$ cat config.mk
export PLATFORM = sky130hd
export DESIGN_NAME = norm_seq
export DESIGN_NICKNAME = d
export VERILOG_FILES = /design/src/rtl/norm_pkg.sv /design/src/rtl/norm_lzc.sv /design/src/rtl/norm_seq.sv
export SDC_FILE = /design/constraint.sdc
export NUM_CORES = 1
export LEC_CHECK = 0
export CAP_MARGIN = 20
export CORE_MARGIN = 2
export CORE_UTILIZATION = 40
export CTS_CLUSTER_SIZE = 30
export DETAILED_ROUTE_END_ITERATION = 16
export PLACE_DENSITY_LB_ADDON = 0.08
export SLEW_MARGIN = 5
export SYNTH_ARGS = -nofsm -noshare
export SYNTH_HDL_FRONTEND = slang
export SYNTH_HIERARCHICAL = 1
export SYNTH_SLANG_ARGS = --single-unit
$ cat constraint.sdc
create_clock -name clk -period 4.5 [get_ports clk]
set_input_delay 0.45 -clock clk [delete_from_list [all_inputs] [get_ports clk]]
set_output_delay 0.45 -clock clk [all_outputs]
set_load 0.05 [all_outputs]
$ cat src/rtl/norm_pkg.sv
// Shared types and helpers for the iterative leading-one normaliser.
package norm_pkg;

  typedef enum logic [1:0] {StIdle, StShift, StDone} state_e;

  // Exponent arithmetic runs at a fixed wide width; callers keep the low EXP_WIDTH bits.
  localparam int unsigned MaxExpW = 64;

  typedef struct packed {
    logic               ovfl;
    logic [MaxExpW-1:0] val;
  } exp_res_t;

  // Width of the shift counter; it must hold SRCH_WIND-1.
  function automatic int unsigned cnt_width(int unsigned srch_wind);
    return (srch_wind < 2) ? 1 : $clog2(srch_wind);
  endfunction

  // base +/- delta, both already zero-extended from `width` bits.
  // Bit `width` of the wide result is the carry (add) or the borrow (subtract).
  function automatic exp_res_t exp_adjust(logic [MaxExpW-1:0] base, logic [MaxExpW-1:0] delta,
                                          logic sub, int unsigned width);
    logic [MaxExpW:0] r;
    exp_res_t         res;
    r = sub ? ({1'b0, base} - {1'b0, delta}) : ({1'b0, base} + {1'b0, delta});
    res.ovfl = r[width];
    res.val  = r[MaxExpW-1:0];
    return res;
  endfunction

endpackage

$ cat src/rtl/norm_lzc.sv
// Combinational leading-zero counter over STEP bits; returns STEP when all bits are zero.
module norm_lzc #(
  parameter int unsigned STEP = 4,
  localparam int unsigned Z_W = $clog2(STEP + 1)
) (
  input  logic [STEP-1:0] bits,
  output logic [Z_W-1:0]  zeros
);

  // Ascending scan: the highest set bit is the last one to write.
  always_comb begin
    zeros = Z_W'(STEP);
    for (int i = 0; i < STEP; i++) begin
      if (bits[i]) zeros = Z_W'(STEP - 1 - i);
    end
  end

endmodule

$ cat src/rtl/norm_seq.sv
// Iterative leading-one normaliser: shifts up to STEP bits per clock within a SRCH_WIND window.
module norm_seq
  import norm_pkg::*;
#(
  parameter int unsigned A_WIDTH   = 32,
  parameter int unsigned SRCH_WIND = 32,
  parameter int unsigned EXP_WIDTH = 8,
  parameter int unsigned EXP_CTR   = 0,
  parameter int unsigned STEP      = 4
) (
  input  logic                 clk,
  input  logic                 rst_n,
  input  logic                 clr,
  input  logic                 in_valid,
  output logic                 in_ready,
  input  logic [A_WIDTH-1:0]   in_a,
  input  logic [EXP_WIDTH-1:0] in_exp_offset,
  output logic                 out_valid,
  input  logic                 out_ready,
  output logic [A_WIDTH-1:0]   out_b,
  output logic [EXP_WIDTH-1:0] out_exp_adj,
  output logic                 out_no_detect,
  output logic                 out_ovfl,
  output logic                 busy
);

  localparam int unsigned CNT_W = cnt_width(SRCH_WIND);
  localparam int unsigned Z_W   = $clog2(STEP + 1);
  localparam logic [CNT_W-1:0] MaxShift = CNT_W'(SRCH_WIND - 1);

  state_e               state_q;
  logic [A_WIDTH-1:0]   w_q;
  logic [CNT_W-1:0]     cnt_q;
  logic [EXP_WIDTH-1:0] off_q;
  logic                 out_valid_q;
  logic [A_WIDTH-1:0]   out_b_q;
  logic [EXP_WIDTH-1:0] out_exp_adj_q;
  logic                 out_no_detect_q;
  logic                 out_ovfl_q;

  logic [Z_W-1:0]       z;
  logic [CNT_W-1:0]     z_ext;
  logic [CNT_W-1:0]     rem;
  logic [CNT_W-1:0]     s;
  logic [A_WIDTH-1:0]   w_nxt;
  logic [CNT_W-1:0]     cnt_nxt;
  logic                 shift_done;
  exp_res_t             exp_res;
  logic                 unused_exp;

  norm_lzc #(
    .STEP (STEP)
  ) u_lzc (
    .bits  (w_q[A_WIDTH-1 -: STEP]),
    .zeros (z)
  );

  always_comb begin
    z_ext      = CNT_W'(z);
    rem        = MaxShift - cnt_q;
    s          = (z_ext < rem) ? z_ext : rem;
    w_nxt      = w_q << s;
    cnt_nxt    = cnt_q + s;
    // A one inside the inspected slice, or the window exhausted, ends the search.
    shift_done = (z != Z_W'(STEP)) || (s == rem);
    exp_res    = exp_adjust(MaxExpW'(off_q), MaxExpW'(cnt_nxt), EXP_CTR != 0, EXP_WIDTH);
    unused_exp = ^exp_res.val[MaxExpW-1:EXP_WIDTH];
  end

  always_ff @(posedge clk or negedge rst_n) begin
    if (!rst_n) begin
      state_q         <= StIdle;
      w_q             <= '0;
      cnt_q           <= '0;
      off_q           <= '0;
      out_valid_q     <= 1'b0;
      out_b_q         <= '0;
      out_exp_adj_q   <= '0;
      out_no_detect_q <= 1'b0;
      out_ovfl_q      <= 1'b0;
    end else if (clr) begin
      state_q     <= StIdle;
      out_valid_q <= 1'b0;
    end else begin
      case (state_q)
        StIdle: begin
          if (in_valid) begin
            w_q     <= in_a;
            cnt_q   <= '0;
            off_q   <= in_exp_offset;
            state_q <= StShift;
          end
        end
        StShift: begin
          w_q   <= w_nxt;
          cnt_q <= cnt_nxt;
          if (shift_done) begin
            state_q         <= StDone;
            out_valid_q     <= 1'b1;
            out_b_q         <= w_nxt;
            out_no_detect_q <= ~w_nxt[A_WIDTH-1];
            out_exp_adj_q   <= exp_res.val[EXP_WIDTH-1:0];
            out_ovfl_q      <= exp_res.ovfl;
          end
        end
        StDone: begin
          if (out_ready) begin
            out_valid_q <= 1'b0;
            // Back-to-back accept: no idle bubble between results.
            if (in_valid) begin
              w_q     <= in_a;
              cnt_q   <= '0;
              off_q   <= in_exp_offset;
              state_q <= StShift;
            end else begin
              state_q <= StIdle;
            end
          end
        end
        default: state_q <= StIdle;
      endcase
    end
  end

  assign in_ready      = (state_q == StIdle) || ((state_q == StDone) && out_ready);
  assign out_valid     = out_valid_q;
  assign out_b         = out_b_q;
  assign out_exp_adj   = out_exp_adj_q;
  assign out_no_detect = out_no_detect_q;
  assign out_ovfl      = out_ovfl_q;
  assign busy          = (state_q != StIdle);

endmodule

# == Yosys cells after proc, flatten, opt, wreduce, memory -nomap -nowiden ==
# Index checks and enable logic that the tools add are counted.
# word_totals
register_bits,90
latchBits,0
ramBits,0
mem_bits_ro,0
inputBits,45
out_inout_bits,45
elab_cells,61
memories,0
# op_classes
n_addsub,3
multipliers,0
div_mod_pow,0
n_lt_le_gt_ge,1
n_eq_ne,8
shift,1
n_mux,24
n_bitwise,2
reduce_logical,13
# ops
operator,count
32-bit case mux with 3 select lines,1
32-bit two-way mux,2
32-bit by 5-bit left shift with 32-bit output,1
8-bit two-way mux,2
8-bit case mux with 2 select lines,1
5-bit two-way mux,3
5-bit case mux with 3 select lines,1
3-bit AND reduction,5
3-bit two-way mux,4
"3-bit inequality test, second input constant",4
8-bit by 5-bit adder with 9-bit output,1
2-bit two-way mux,4
2-bit case mux with 3 select lines,1
3-bit nonzero test,2
5-bit adder,1
5-bit == test,1
3-bit by 5-bit < comparator with 1-bit output,1
"5-bit subtractor, first input constant",1
1-bit two-way mux,4
2-bit nonzero test,2
"2-bit by 1-bit == test with 1-bit output, second input constant",1
"2-bit == test, second input constant",1
2-bit logical NOT,1
1-bit logical OR,2
other kinds (4),5

# == Logic depth before layout (Yosys ltp) ==
# logic_depth
ltp_word,11
mapped_depth,21
mapped_depth_nobuf,19

# == Modules after synthesis ==
# The synthesis kept the hierarchy.
# modules_own_cells
module,n_inst,cells_each,area_each_um2,seq_area_each_um2
norm_seq,1,498,5166.2,2252.2
norm_lzc,1,6,36.3,0.0

# == Worst setup path before layout ==
# Ideal clock, no wire load.
# synth_path
path_type,reg-to-reg
start,reg w_q[31]
end,"reg out_exp_adj_q[7], in the netlist out_exp_adj[7]"
setup_time_ns,0.136
arrival_time_ns,4.034
required_ns,4.364
slack_ns,0.330
stages_incl_launch_ff,21
path_buffers,2
synth_period_minus_slack_ns,4.170
cell_sequence,dfrtp_1 > nor4_2 > ha_1 > o211a_4 > a21o_1 > o21ai_4 > inv_2 > buf_6 > buf_6 > ha_1 > inv_1 > fa_1 > inv_1 > ha_1 > a21o_1 > a21oi_1 > o21bai_1 > a21oi_1 > nor2_1 > xnor2_1 > o21ai_0
# synth_between
elab_chain_cells,6
word_cells_on_any_way,9
classes_between,add/sub (2); order compare (1); eq/ne (2); mux (2); reduce/logical (2)
# synth_lines
element,line_no,rtl
from (decl),norm_seq.sv:32,logic [A_WIDTH-1:0] w_q;
from (signal assigned),norm_seq.sv:88,w_q <= in_a;
from (signal assigned),norm_seq.sv:95,w_q <= w_nxt;
from (signal assigned),norm_seq.sv:111,w_q <= in_a;
3-bit two-way mux *,norm_lzc.sv:14,if (bits[i]) zeros = Z_W'(STEP - 1 - i);
named net z[2],norm_seq.sv:41,logic [Z_W-1:0] z;
"parallel branches: the longest is 5 deep, another holds 8-bit by 5-bit adder with 9-bit output",--,
to (signal assigned),norm_seq.sv:102,out_exp_adj_q <= exp_res.val[EXP_WIDTH-1:0];
to (decl),norm_seq.sv:37,logic [EXP_WIDTH-1:0] out_exp_adj_q;
# Mark *: on every way through the listed nets, which the timed path passes.
# A chain may end at the register's enable or synchronous reset.

# == Final worst setup path ==
# Same ends and word-level chain as after synthesis.

==> impl_metrics.ini <==
[run_status]
status = complete, no violations

[sta]
fmax_mhz = 245
setup_viol = 0
tightest_slew_ns = 0.972
period_needed_ns = 4.08
maxSlewViolCount = 0
min_period_over_period = 0.906
clock_skew_ns = 0.00933
tns_ns = 0
finalHoldViolCount = 0
relSlewSlack = 0.351
rsz0062_at_grt = false

[synthesis]
syn-cell-area_sq_um = 5200
async_flop_share = 1.00
synth-main-ff-cell = dfrtp_1
synth_cells = 504
seq_area_frac_synth = 0.433
syn_nets = 561
ys_warn_count = 6
synth_area_per_cell_sq_um = 10.3
synth-seq-cells = 90
synth_cell_type_count = 55
synth-edff-count = 0

[pwr]
p_per_area_nw_per_um2 = 911
p_leak_nw = 2.89
vdd_ir_drop_max_mv = 0.429
finalPower_mw = 5.98

[routing]
wirelength_mm = 13.5
viasPerCell = 5.73
dr_total_vias = 4340
drc_errors = 0
wl_per_cell_um = 17.8
drt-initial-drc-count = 272
first_pass_iters = 5
final_antenna_net_count = 0

[placement]
portBuffers = 89
place_congestion = 0.846
place.detailed.hpwl_mm = 9.48

[cts]
cts-root-buf = clkbuf_16
htreeDepth = 3
insertion_delay_ns = 0.36
cts-buffers-inserted = 9
postCtsHoldBufs = 0
cts_setup_buffers = 0
cts_buffer_depth = 2
cts.clk_slew.worst_paths_ns = 0.07
cts_tree = built
cts.sinks = 90
cts_resized = 0

[global_routing]
grt_pass1_vias = 4382
grt_overflow = 0
grt_pass1_wl_mm = 22.6
grt_max_degree = 47
antenna_found_initial = 0
track_usage = 0.201

[floorplanning]
die_w_um = 118
io_pins = 90
die_h_um = 118
rows = 41
dieArea_sq_um = 13900
core-area_sq_um = 12700
initial_utilization = 0.411

[job]
cap_violations = 0

[setup_path]
r2r_end = out_exp_adj[7]
crit_required_ns = 4.78
setup.worst_path.class = flip-flop to flip-flop
reg2reg_depth = 18
startpoint_type = flip-flop
crit_arrival_ns = 4.35
worstReg2RegStart = w_q[31]
cp-end-kind = flip-flop
cp_max_fo = 14
r2r_slack_ns = 0.42

[cells_and_area]
final.fill_count = 1153
n_antenna_cell = 0
utilization = 0.518
area_growth_syn_to_layout_pct = 26.1
final_cell_mix = 90 x dfrtp_1, 88 x clkdlybuf4s50_1, 45 x nand2_1, 36 x mux2_2, 30 x nor2_1
layout-drive-gt1-share = 0.159
fin_nets = 638
final_common_cell = dfrtp_1

[worst_hold_path]
min_path_type = primary input to asynchronous set/reset pin
[critical path, cell delays in order, from the launching register on]
cell and delay [ns]:
dfrtp_1 0.44, nor4_2 0.40, ha_1 0.27, or2_1 0.22
o21ai_4 0.11, o21ai_4 0.43, inv_2 0.07, ha_1 0.20
inv_1 0.07, fa_1 0.46, inv_1 0.09, ha_1 0.22
a21o_1 0.17, a21oi_1 0.21, o21bai_1 0.08, a21oi_1 0.21
nor2_1 0.08, xnor2_1 0.12, o21ai_0 0.14
[how the worst max path moves through the flow]
stage	start	endpoint	slack [ns]	depth (start not counted)
2_1_floorplan	w_q[31]	out_exp_adj[7]	0.33	20
3_3_place_gp	w_q[31]	out_exp_adj[7]	0.59	17
3_5_place_dp	w_q[31]	out_exp_adj[6]	0.42	17
4_1_cts	w_q[31]	out_exp_adj[6]	0.40	17
5_1_grt	w_q[31]	out_exp_adj[7]	0.13	17
6_report	w_q[31]	out_exp_adj[7]	0.42	18
[report_power, final]
group	internal (mW)	switching (mW)
registers	1.16	0.288
logic	1.49	2.23
clock network	0.500	0.316
total	3.15	2.83
[sequential cells by signal (all words and copies together) (netlist names)]
register and flops:
out_b 32, w_q 32, off_q 8, out_exp_adj 8, cnt_q 5, state_q 2, out_no_detect 1, out_ovfl 1
out_valid 1
[layer usage]
layer | up-vias | part of all wire | track usage
met3 | 16 | 0.042 | 0.0378
met4 | 0 | 0.022 | 0.0881
met2 | 126 | 0.48 | 0.318
li1 | 2057 | - | -
met1 | 2141 | 0.46 | 0.269
met5 | - | 0 | 0
[area by class of cell]
| type | count | area, sq um | share of cell area |
|---|---|---|---|
| multi-input combinational | 367 | 2760 | 0.420 |
| sequential | 90 | 2250 | 0.343 |
| timing repair buffer | 100 | 971 | 0.148 |
| clock buffer | 11 | 243 | 0.0370 |
| tap | 172 | 215 | 0.0328 |
| clock inverter | 5 | 77.6 | 0.0118 |
| inverter | 13 | 48.8 | 0.00744 |
[per-stage QoR]
step / setup WS (ns) / cells / area (sq um) / hold slack (ns)
after global routing: 0.127 / 758 / 6560 / 0.138
after global placement: 0.595 / 742 / 6240 / 0.460
after CTS: 0.401 / 758 / 6560 / 0.109
after floorplan: 0.330 / 504 / 5200 / 0.154
final: 0.424 / 758 / 6560 / 0.0933
after detailed placement: 0.424 / 742 / 6240 / 0.469
[synth_stat cells, types with 6 or more instances]
master	number	area, sq um
dfrtp_1	90	2250
nand2_1	45	169
mux2_2	36	405
nor2_1	32	120
and3_1	27	169
o22ai_1	26	163
clkbuf_1	25	93.8
a221o_1	22	220
o21ai_0	20	100
a21oi_1	19	95.1
inv_1	12	45.0
a221oi_1	11	96.3
mux2_4	11	165
ha_1	10	125
mux2i_1	10	100
a211oi_1	9	67.6
o31ai_1	7	52.6
xnor2_1	7	61.3
a21o_1	6	45.0
nor3_1	6	30.0
[kinds of logic (layout without fill, tap and decap cells)]
family | Yosys count | in the layout | share of synthesized area
and+or+nand+nor | 133 | 133 | 0.123
AOI/OAI and AO/OA | 154 | 154 | 0.223
DFF | 90 | 90 | 0.433
xor gates and xnor gates | 9 | 9 | 0.0152
muxes | 59 | 59 | 0.134
buffers and inverters | 47 | 129 | 0.0402
adders and majority gates | 12 | 12 | 0.0317
(Power assumes the default switching activity.)
